--- config.mk ---
export PLATFORM = sky130hd
export DESIGN_NAME = vscale_htif_host
export DESIGN_NICKNAME = d
export VERILOG_FILES = /design/src/rtl/vscale_htif_host_pkg.sv /design/src/rtl/vscale_sat_counter.sv /design/src/rtl/vscale_htif_host.sv
export SDC_FILE = /design/constraint.sdc
export NUM_CORES = 1
export LEC_CHECK = 0
export BUFFER_PORTS_ARGS = -buffer_cell sky130_fd_sc_hd__buf_2
export CORE_AREA = 5 5 145 147
export DETAILED_ROUTE_END_ITERATION = 8
export DIE_AREA = 0 0 150 152
export GPL_ROUTABILITY_DRIVEN = 0
export MAX_ROUTING_LAYER = met4
export PLACE_DENSITY = 0.56
export SLEW_MARGIN = 5
export SYNTH_ARGS = -nofsm -noshare
export SYNTH_HDL_FRONTEND = slang
export SYNTH_HIERARCHICAL = 1
export SYNTH_SLANG_ARGS = --single-unit
--- constraint.sdc ---
create_clock -name clk -period 2.01 [get_ports clk]
set_clock_uncertainty 0.1 [all_clocks]
set_input_delay 0.201 -clock clk [delete_from_list [all_inputs] [get_ports clk]]
set_output_delay 0.201 -clock clk [all_outputs]
set_load 0.02 [all_outputs]
--- src/rtl/vscale_htif_host_pkg.sv ---
// Shared constants, state encodings and verdict record for the HTIF host poller.
// Imported by the host FSM top and its bench-facing users.
package vscale_htif_host_pkg;

  localparam int          HTIF_PCR_WIDTH   = 64;
  localparam logic [11:0] CSR_ADDR_TO_HOST = 12'h780;

  localparam logic HTIF_HOST_RW_READ  = 1'b0;
  localparam logic HTIF_HOST_RW_WRITE = 1'b1;

  typedef enum logic [2:0] {
    ST_GAP     = 3'd0,
    ST_RD_REQ  = 3'd1,
    ST_RD_RESP = 3'd2,
    ST_WR_REQ  = 3'd3,
    ST_WR_RESP = 3'd4,
    ST_DONE    = 3'd5
  } host_state_e;

  typedef struct packed {
    logic done;
    logic pass;
    logic fail;
    logic timeout;
  } verdict_t;

endpackage

--- src/rtl/vscale_sat_counter.sv ---
// Up-counter that sticks at all-ones; synchronous clear wins over enable.
// Count is registered: the value moves one cycle after en is sampled high.
module vscale_sat_counter #(
  parameter int WIDTH = 32
) (
  input  logic             clk,
  input  logic             reset_n,
  input  logic             clr,
  input  logic             en,
  output logic [WIDTH-1:0] cnt
);

  logic [WIDTH-1:0] cnt_q;
  logic [WIDTH-1:0] cnt_d;

  always_comb begin
    cnt_d = cnt_q;
    if (clr) begin
      cnt_d = '0;
    end else if (en && (cnt_q != '1)) begin
      cnt_d = cnt_q + WIDTH'(1);
    end
  end

  always_ff @(posedge clk or negedge reset_n) begin
    if (!reset_n) begin
      cnt_q <= '0;
    end else begin
      cnt_q <= cnt_d;
    end
  end

  assign cnt = cnt_q;

endmodule

--- src/rtl/vscale_htif_host.sv ---
// Polls to_host over the PCR port, acks nonzero values with a zero write, latches a sticky verdict.
// All outputs registered; requests hold until req_ready, responses are taken only in a *_RESP state.
module vscale_htif_host
  import vscale_htif_host_pkg::*;
#(
  parameter int          PCR_WIDTH  = HTIF_PCR_WIDTH,
  parameter int unsigned POLL_GAP   = 8,
  parameter int unsigned MAX_CYCLES = 200
) (
  input  logic                 clk,
  input  logic                 reset_n,
  output logic                 htif_pcr_req_valid,
  input  logic                 htif_pcr_req_ready,
  output logic                 htif_pcr_req_rw,
  output logic [11:0]          htif_pcr_req_addr,
  output logic [PCR_WIDTH-1:0] htif_pcr_req_data,
  input  logic                 htif_pcr_resp_valid,
  output logic                 htif_pcr_resp_ready,
  input  logic [PCR_WIDTH-1:0] htif_pcr_resp_data,
  output logic                 done,
  output logic                 pass,
  output logic                 fail,
  output logic                 timeout,
  output logic [30:0]          fail_code,
  output logic [31:0]          cycle_count
);

  localparam int          GAP_W      = (POLL_GAP > 1) ? $clog2(POLL_GAP) : 1;
  localparam logic [GAP_W-1:0] GAP_LAST = GAP_W'(POLL_GAP - 1);
  localparam bit          TIMEOUT_EN = (MAX_CYCLES != 0);
  localparam logic [31:0] MAX_CYC32  = 32'(MAX_CYCLES);

  host_state_e state_q, state_d;
  verdict_t    verdict_q, verdict_d;
  logic [31:0] cap_q, cap_d;
  logic [30:0] fail_code_q, fail_code_d;
  logic        req_valid_q, req_valid_d;
  logic        req_rw_q, req_rw_d;
  logic        resp_ready_q, resp_ready_d;
  logic [GAP_W-1:0] gap_cnt;
  logic [31:0] cycle_cnt;

  vscale_sat_counter #(.WIDTH(32)) u_cycle_cnt (
    .clk     (clk),
    .reset_n (reset_n),
    .clr     (1'b0),
    .en      (1'b1),
    .cnt     (cycle_cnt)
  );

  // Counts only while idling; any other state holds it at zero so each GAP starts fresh.
  vscale_sat_counter #(.WIDTH(GAP_W)) u_gap_cnt (
    .clk     (clk),
    .reset_n (reset_n),
    .clr     (state_q != ST_GAP),
    .en      (state_q == ST_GAP),
    .cnt     (gap_cnt)
  );

  always_comb begin
    state_d     = state_q;
    verdict_d   = verdict_q;
    cap_d       = cap_q;
    fail_code_d = fail_code_q;

    unique case (state_q)
      ST_GAP: begin
        if (TIMEOUT_EN && (cycle_cnt >= MAX_CYC32)) begin
          state_d           = ST_DONE;
          verdict_d.done    = 1'b1;
          verdict_d.timeout = 1'b1;
        end else if (gap_cnt == GAP_LAST) begin
          state_d = ST_RD_REQ;
        end
      end
      ST_RD_REQ: begin
        if (htif_pcr_req_ready) state_d = ST_RD_RESP;
      end
      ST_RD_RESP: begin
        if (htif_pcr_resp_valid) begin
          // Upper bits count towards "nonzero" but only the low word is decoded.
          if (|htif_pcr_resp_data) begin
            cap_d   = htif_pcr_resp_data[31:0];
            state_d = ST_WR_REQ;
          end else begin
            state_d = ST_GAP;
          end
        end
      end
      ST_WR_REQ: begin
        if (htif_pcr_req_ready) state_d = ST_WR_RESP;
      end
      ST_WR_RESP: begin
        if (htif_pcr_resp_valid) begin
          state_d        = ST_DONE;
          verdict_d.done = 1'b1;
          if (cap_q == 32'd1) begin
            verdict_d.pass = 1'b1;
          end else begin
            verdict_d.fail = 1'b1;
            fail_code_d    = cap_q[31:1];
          end
        end
      end
      ST_DONE: begin
        state_d = ST_DONE;
      end
      default: begin
        state_d = ST_GAP;
      end
    endcase

    req_valid_d  = (state_d == ST_RD_REQ) || (state_d == ST_WR_REQ);
    req_rw_d     = (state_d == ST_WR_REQ) ? HTIF_HOST_RW_WRITE : HTIF_HOST_RW_READ;
    resp_ready_d = (state_d == ST_RD_RESP) || (state_d == ST_WR_RESP);
  end

  always_ff @(posedge clk or negedge reset_n) begin
    if (!reset_n) begin
      state_q      <= ST_GAP;
      verdict_q    <= '0;
      cap_q        <= '0;
      fail_code_q  <= '0;
      req_valid_q  <= 1'b0;
      req_rw_q     <= HTIF_HOST_RW_READ;
      resp_ready_q <= 1'b0;
    end else begin
      state_q      <= state_d;
      verdict_q    <= verdict_d;
      cap_q        <= cap_d;
      fail_code_q  <= fail_code_d;
      req_valid_q  <= req_valid_d;
      req_rw_q     <= req_rw_d;
      resp_ready_q <= resp_ready_d;
    end
  end

  assign htif_pcr_req_valid  = req_valid_q;
  assign htif_pcr_req_rw     = req_rw_q;
  assign htif_pcr_req_addr   = CSR_ADDR_TO_HOST;
  assign htif_pcr_req_data   = '0;
  assign htif_pcr_resp_ready = resp_ready_q;
  assign done                = verdict_q.done;
  assign pass                = verdict_q.pass;
  assign fail                = verdict_q.fail;
  assign timeout             = verdict_q.timeout;
  assign fail_code           = fail_code_q;
  assign cycle_count         = cycle_cnt;

endmodule

Word level (Yosys, flattened, before mapping)
Index checks and enable logic that the tools add are counted.
{"block": "totals", "inputBits": 68, "ff_bits": 108, "out_inout_bits": 146, "word_cells": 60}
{"block": "classes", "n_mux": 16, "order_cmp": 1, "add_sub_neg": 2, "eq_ne": 15, "bitwise": 1, "n_reduce_logical": 13}
{"cell": "64-bit OR reduction", "count": 1}
{"cell": "32-bit by 1-bit adder with 32-bit output (second input constant)", "count": 1}
{"cell": "32-bit by 1-bit equality test with 1-bit output (second input constant)", "count": 1}
{"cell": "32-bit by 8-bit >= comparator with 1-bit output (second input constant)", "count": 1}
{"cell": "32-bit != test (second input constant)", "count": 1}
{"cell": "3-bit two-way mux", "count": 9}
{"cell": "3-bit case mux with 6 select lines", "count": 1}
{"cell": "3-bit by 2-bit equality test with 1-bit output (second input constant)", "count": 4}
{"cell": "3-bit equality test (second input constant)", "count": 4}
{"cell": "3-bit AND reduction", "count": 4}
{"cell": "3-bit by 1-bit equality test with 1-bit output (second input constant)", "count": 2}
{"cell": "1-bit two-way mux", "count": 4}
{"cell": "2-bit != test (second input constant)", "count": 2}
{"cell": "2-bit nonzero test", "count": 2}
{"cell": "3-bit by 1-bit adder with 3-bit output (second input constant)", "count": 1}
{"cell": "3-bit zero test", "count": 1}
{"cell": "3-bit != test (second input constant)", "count": 1}
{"cell": "3-bit nonzero test", "count": 1}
{"cell": "1-bit logical OR", "count": 2}
{"cell": "2-bit two-way mux", "count": 1}
{"cell": "1-bit case mux with 2 select lines", "count": 1}
{"cell": "2-bit AND reduction", "count": 1}
{"cell": "1-bit logical AND", "count": 1}
{"cell": "1-bit NOT", "count": 1}

Longest topological paths before layout
{"block": "depth", "word_depth": 6, "ltp_mapped": 8, "depth_no_buf": 6}

Hierarchy
Netlist, hierarchy kept.
{"module": "vscale_htif_host", "instances": 1, "seq_area_each_um2": 1826.8, "cells_per_inst": 297, "area_each_um2": 3712.3}
{"module": "vscale_sat_counter (u_cycle_cnt)", "instances": 1, "seq_area_each_um2": 800.8, "cells_per_inst": 198, "area_each_um2": 1854.3}
{"module": "vscale_sat_counter (u_gap_cnt)", "instances": 1, "seq_area_each_um2": 75.1, "cells_per_inst": 15, "area_each_um2": 183.9}

Least setup slack after synthesis
OpenSTA, ideal clock, no wires.
{"block": "synth_path", "path_kind": "register to register", "from": "register u_cycle_cnt.cnt_q[0] (netlist: u_cycle_cnt/cnt[0])", "to": "register u_cycle_cnt.cnt_q[3] (netlist: u_cycle_cnt/cnt[3])", "setup_slack_ns": -0.165, "arrival_ns": 1.950, "synth_period_minus_slack_ns": 2.175, "path_buffers": 0, "setup_time_ns": 0.125, "stages_incl_launch_ff": 7, "t_required_ns": 1.785, "path_cell_list": "dfrtp_1 ha_1 nand4_1 nor4_2 a31oi_4 and3_4 mux2_4"}
{"block": "synth_via", "elab_chain_len": 1, "elab_cells_between_ends": 2, "cone_classes": "add/sub (1); eq/ne (1)"}
{"element": "from (decl)", "line_no": "vscale_sat_counter.sv:13", "rtl": "logic [WIDTH-1:0] cnt_q;"}
{"element": "from (signal assigned)", "line_no": "vscale_sat_counter.sv:29", "rtl": "cnt_q <= cnt_d;"}
{"element": "32-bit by 1-bit adder with 32-bit output / 32-bit != test (equally long branches)", "line_no": "vscale_sat_counter.sv:21, vscale_sat_counter.sv:20"}
Several ways; a longest one is shown, not always the timed one.
A chain may end at the register's enable or synchronous reset.

Final worst setup path
{"block": "layout_path", "from": "register cap_q[17]", "to": "register fail_code_q[25] (netlist: fail_code[25])"}
{"block": "layout_via", "elab_chain_len": 3}
{"element": "from (decl)", "line_no": "vscale_htif_host.sv:35", "rtl": "logic [31:0] cap_q, cap_d;"}
{"element": "from (signal assigned)", "line_no": "vscale_htif_host.sv:130", "rtl": "cap_q <= cap_d;"}
{"element": "32-bit by 1-bit equality test with 1-bit output", "line_no": "vscale_htif_host.sv:97", "rtl": "if (cap_q == 32'd1) begin"}
{"element": "1-bit NOT (no source line)"}
{"element": "3-bit AND reduction (no source line)"}
{"element": "to (signal assigned)", "line_no": "vscale_htif_host.sv:131", "rtl": "fail_code_q <= fail_code_d;"}
{"element": "to (decl)", "line_no": "vscale_htif_host.sv:36", "rtl": "logic [30:0] fail_code_q, fail_code_d;"}
Every way passes these cells.

==> summary.txt <==
Hold path
  – Min-Delay Path Depth: 3
  – HP Class: input port to flip-flop
  – Beginning of the worst hold path: htif_pcr_resp_data[21]
  – WHS Endpoint: cap_q[21]

Routing
  – Final wirelength: 15.1 mm
  – Post-DR vias/cell: 4.36
  – # DRC: 0
  – Vias: 4585
  – Wire per inst: 14.3 um
  – Initial DRC Count: 156
  – Final ANT Viol Nets: 0
  – Detailed Routing Iterations Pass 1: 4

Floorplanning
  – Core area: 0.0198 mm2
  – Top Ports: 214
  – Die height: 152 um
  – Die ar.: 0.0228 mm2
  – Initial core utilization: 29.1%
  – Rows: 52
  – Chip width: 150 um

Setup path
  – Crit path DAT: 2.11 ns
  – CP max stage cell: dfrtp_1
  – R2r setup slk: 0.04 ns
  – CP Capture Type: flip-flop
  – CP Cell Sequence: nor4_1 > nand4_1 > buf_4 > o21ai_4 > buf_6 > mux2_2
  – WP data required: 2.15 ns
  – Origin of the critical flop-to-flop path: cap_q[17]
  – CP Max Fanout: 11
  – Max stage delay on crit path: 0.39 ns
  – Worst R2R End: fail_code[25]
  – Worst reg2reg path depth: 6
  – WS Path Type: flip-flop to flip-flop
  – Crit start category: flip-flop

Timing
  – Fmax: 0.509 GHz
  – Fin. max-slew vios: 0
  – Hold_ws: 0.0732 ns
  – Worst Setup Slack, final: 0.0443 ns
  – Unrepaired setup endpoints after global routing: yes
  – Setup Viol. Count Final: 0
  – Final min period: 1.97 ns
  – Hold violation total from the final report: 0
  – Final period utilization: 97.8%

Finish
  – Final non-filler cell total: 1051
  – Syn-to-layout area delta: 39.9%
  – Fillers: 1960
  – Ant diodes: 0
  – Nets: 848
  – Ratio of cells with drive above 1 in the final layout: 49.0%

Synthesis
  – Syn Area/Cell: 11.3 um2
  – Synth Register Bits: 108
  – Post-Synth Adder-Cell Area: 0.653%
  – Synth Area in Simple Gates: 17.1%
  – Mux contribution to synthesized area: 15.3%
  – Xor/xnor cell area share of the yosys netlist: 2.13%
  – Synth unique cells: 53
  – Seq/Total Area, Yosys: 47.0%
  – Post-Synthesis Cells: 510
  – Largest family of logic cells by synthesized area: simple AND/OR/NAND/NOR gates
  – YS warnings: 6
  – Synth Area in Compound Gates: 5.59%
  – Netlist Area Pre-Place: 0.00575 mm2

Power
  – Total leakage power: 4.00 nW
  – Sw Share: 34.2%
  – Maximum VDD drop: 0.000632 V
  – Cell Int Power: 0.00557 W
  – Comb pwr share: 38.1%
  – NetSw: 0.00289 W
  – Sequential power share: 40.0%
  – Clock share of power: 21.9%
  – Power Density: 1050 mW/mm2

Global routing
  – Global-route wire length before repair: 24.2 mm
  – Number of global-route vias before repair: 4644
  – Largest net degree at the start of global routing: 42
  – Initial antenna violation count: 0
  – Total grt overflow: 0
  – Tot GR Track Use: 13.5%

Place
  – Final HPWL from detailed placement: 11.5 mm
  – DP Cell Count: 1013
  – I/O Buffers: 137
  – Pre-CTS setup slack: -0.425 ns

CTS
  – H-tree levels: 3
  – Max clock buf depth: 2
  – Worst-skew pair later-pin latency: 0.35 ns
  – CTS Root Cell: clkbuf_16
  – Clock net sink count: 108
  – Clock buffer count from CTS: 9
  – Reg clk slew, reported paths: 0.08 ns
  – CTS tree: yes

Status
  – Outcome: finished clean

Flow run
  – # Max-Cap Violations: 0
-- critical path: cells and delay by family (launching register included) --
kind	cells	cell delay, ns
mux	1	0.34
simple gates	2	0.49
buf+inv	2	0.36
compound gates	1	0.17
flops	1	0.39
-- worst max-delay path by stage --
| stage | startpoint | to | slack, ns | depth (start not counted) |
|---|---|---|---|---|
| global route | cap_q[10] | fail_code[7] | -0.08 | 6 |
| finish | cap_q[17] | fail_code[25] | 0.04 | 6 |
| detailed placement | htif_pcr_resp_data[19] | cap_q[9] | -0.43 | 8 |
| global placement | htif_pcr_resp_data[19] | cap_q[19] | -0.33 | 8 |
| CTS | cap_q[10] | fail_code[7] | -0.0005 | 6 |
| floorplan | u_cycle_cnt/cnt[28] | u_cycle_cnt/cnt[3] | -0.02 | 5 |
-- layout make-up --
cell class                      count  area, um2  share of cell area [%]
Timing Repair Buffer              265       1780                    22.1
Clock inverter                      5       67.6                   0.840
Tap cell                          270        338                    4.20
Multi-Input combinational cell    385       2890                    35.9
Inverter                            8       30.0                   0.373
Sequential cell                   108       2720                    33.8
Clock buffer                       10        229                    2.85
-- power groups by stage --
stage	sequential (W)	clock, W	combinational [W]
2_1_floorplan	0.00373	0	0.00168
3_3_place_gp	0.00341	0	0.00308
5_1_grt	0.00350	0.00200	0.00347
3_5_place_dp	0.00340	0	0.00313
6_report	0.00339	0.00186	0.00322
4_1_cts	0.00337	0.00192	0.00317
-- registers in the layout, indices dropped and copies added, names as in the netlist, 3 cells and up --
signal / cells
state_q: 3
fail_code: 31
cap_q: 32
u_cycle_cnt/cnt: 32
u_gap_cnt/cnt: 3
-- stage by stage --
step,power [W],util (%),instance area (um2),TNS [ns]
3_5_place_dp,0.00653,36.9,7300,-15.63
6_report,0.00846,40.7,8050,0
2_1_floorplan,0.00541,-,6100,-0.0475
4_1_cts,0.00846,39.4,7800,-0.000521
3_3_place_gp,0.00649,36.9,7300,-11.65
5_1_grt,0.00898,40.7,8050,-2.30
-- logic make-up (layout without fill, tap and decap cells) --
family / after synthesis / after routing
XOR/XNOR: 14 / 14
AO/OA/AOI/OAI: 46 / 46
flip-flops: 108 / 108
AND/OR/NAND/NOR: 167 / 167
buffers and inverters: 99 / 288
multiplexers: 71 / 71
adder cells (fa/ha/maj): 3 / 3
other: 2 / 84
-- synthesized netlist by cell type (all sizes together) --
library cell  number  area share [%]
a211oi             6            0.78
a21o               5            0.65
a21oi             13             1.1
a31o               2            0.30
a31oi              4            0.70
a41oi              1            0.15
and2               3            0.33
and3               8            0.96
and4               1            0.15
and4bb             1            0.22
buf               85              11
clkbuf             6            0.39
conb               2            0.13
dfrtp            108              47
ha                 3            0.65
inv                8            0.52
mux2              70              15
mux2i              1            0.17
nand2             17             1.1
nand2b             6            0.65
nand3             16             1.5
nand3b             2            0.26
nand4             14             1.6
nand4b             1            0.15
nand4bb            2            0.39
nor2              32             2.1
nor2b              9             1.1
nor3               5            0.44
nor4              35             4.3
nor4b              2            0.30
o211a              2            0.35
o21ai              9            0.98
o311ai             1            0.15
o31ai              3            0.39
or2                1            0.11
or3                8            0.87
or4                4            0.52
xnor2             10             1.5
xor2               4            0.61
-- placed cells by master (no fill, tap or decap), types with 16 or more instances in the layout --
cell,count
mux2_2,42
nor2_1,30
conb_1,84
buf_2,135
buf_4,103
dfrtp_1,94
nor4_1,18
mux2_4,22
nand2_1,16
-- routing by layer --
| layer | track usage, % | up-vias | part of all wire, % |
|---|---|---|---|
| met3 | 2.89 | 12 | 5.3 |
| met5 | - | - | 0 |
| met1 | 18.2 | 2222 | 45 |
| met2 | 20.8 | 137 | 49 |
| met4 | 3.27 | 0 | 0.98 |
| li1 | - | 2214 | - |
-- repair_timing --
action,CTS,global route
gates resized for setup,12,34
pin swaps,1,16
setup endpoints to repair,66,55
hold buffers,14,0
cloned,0,1
buffers inserted,1,7
hold endpoints to repair,39,0
No activity file was read; power rests on OpenSTA's default activity.
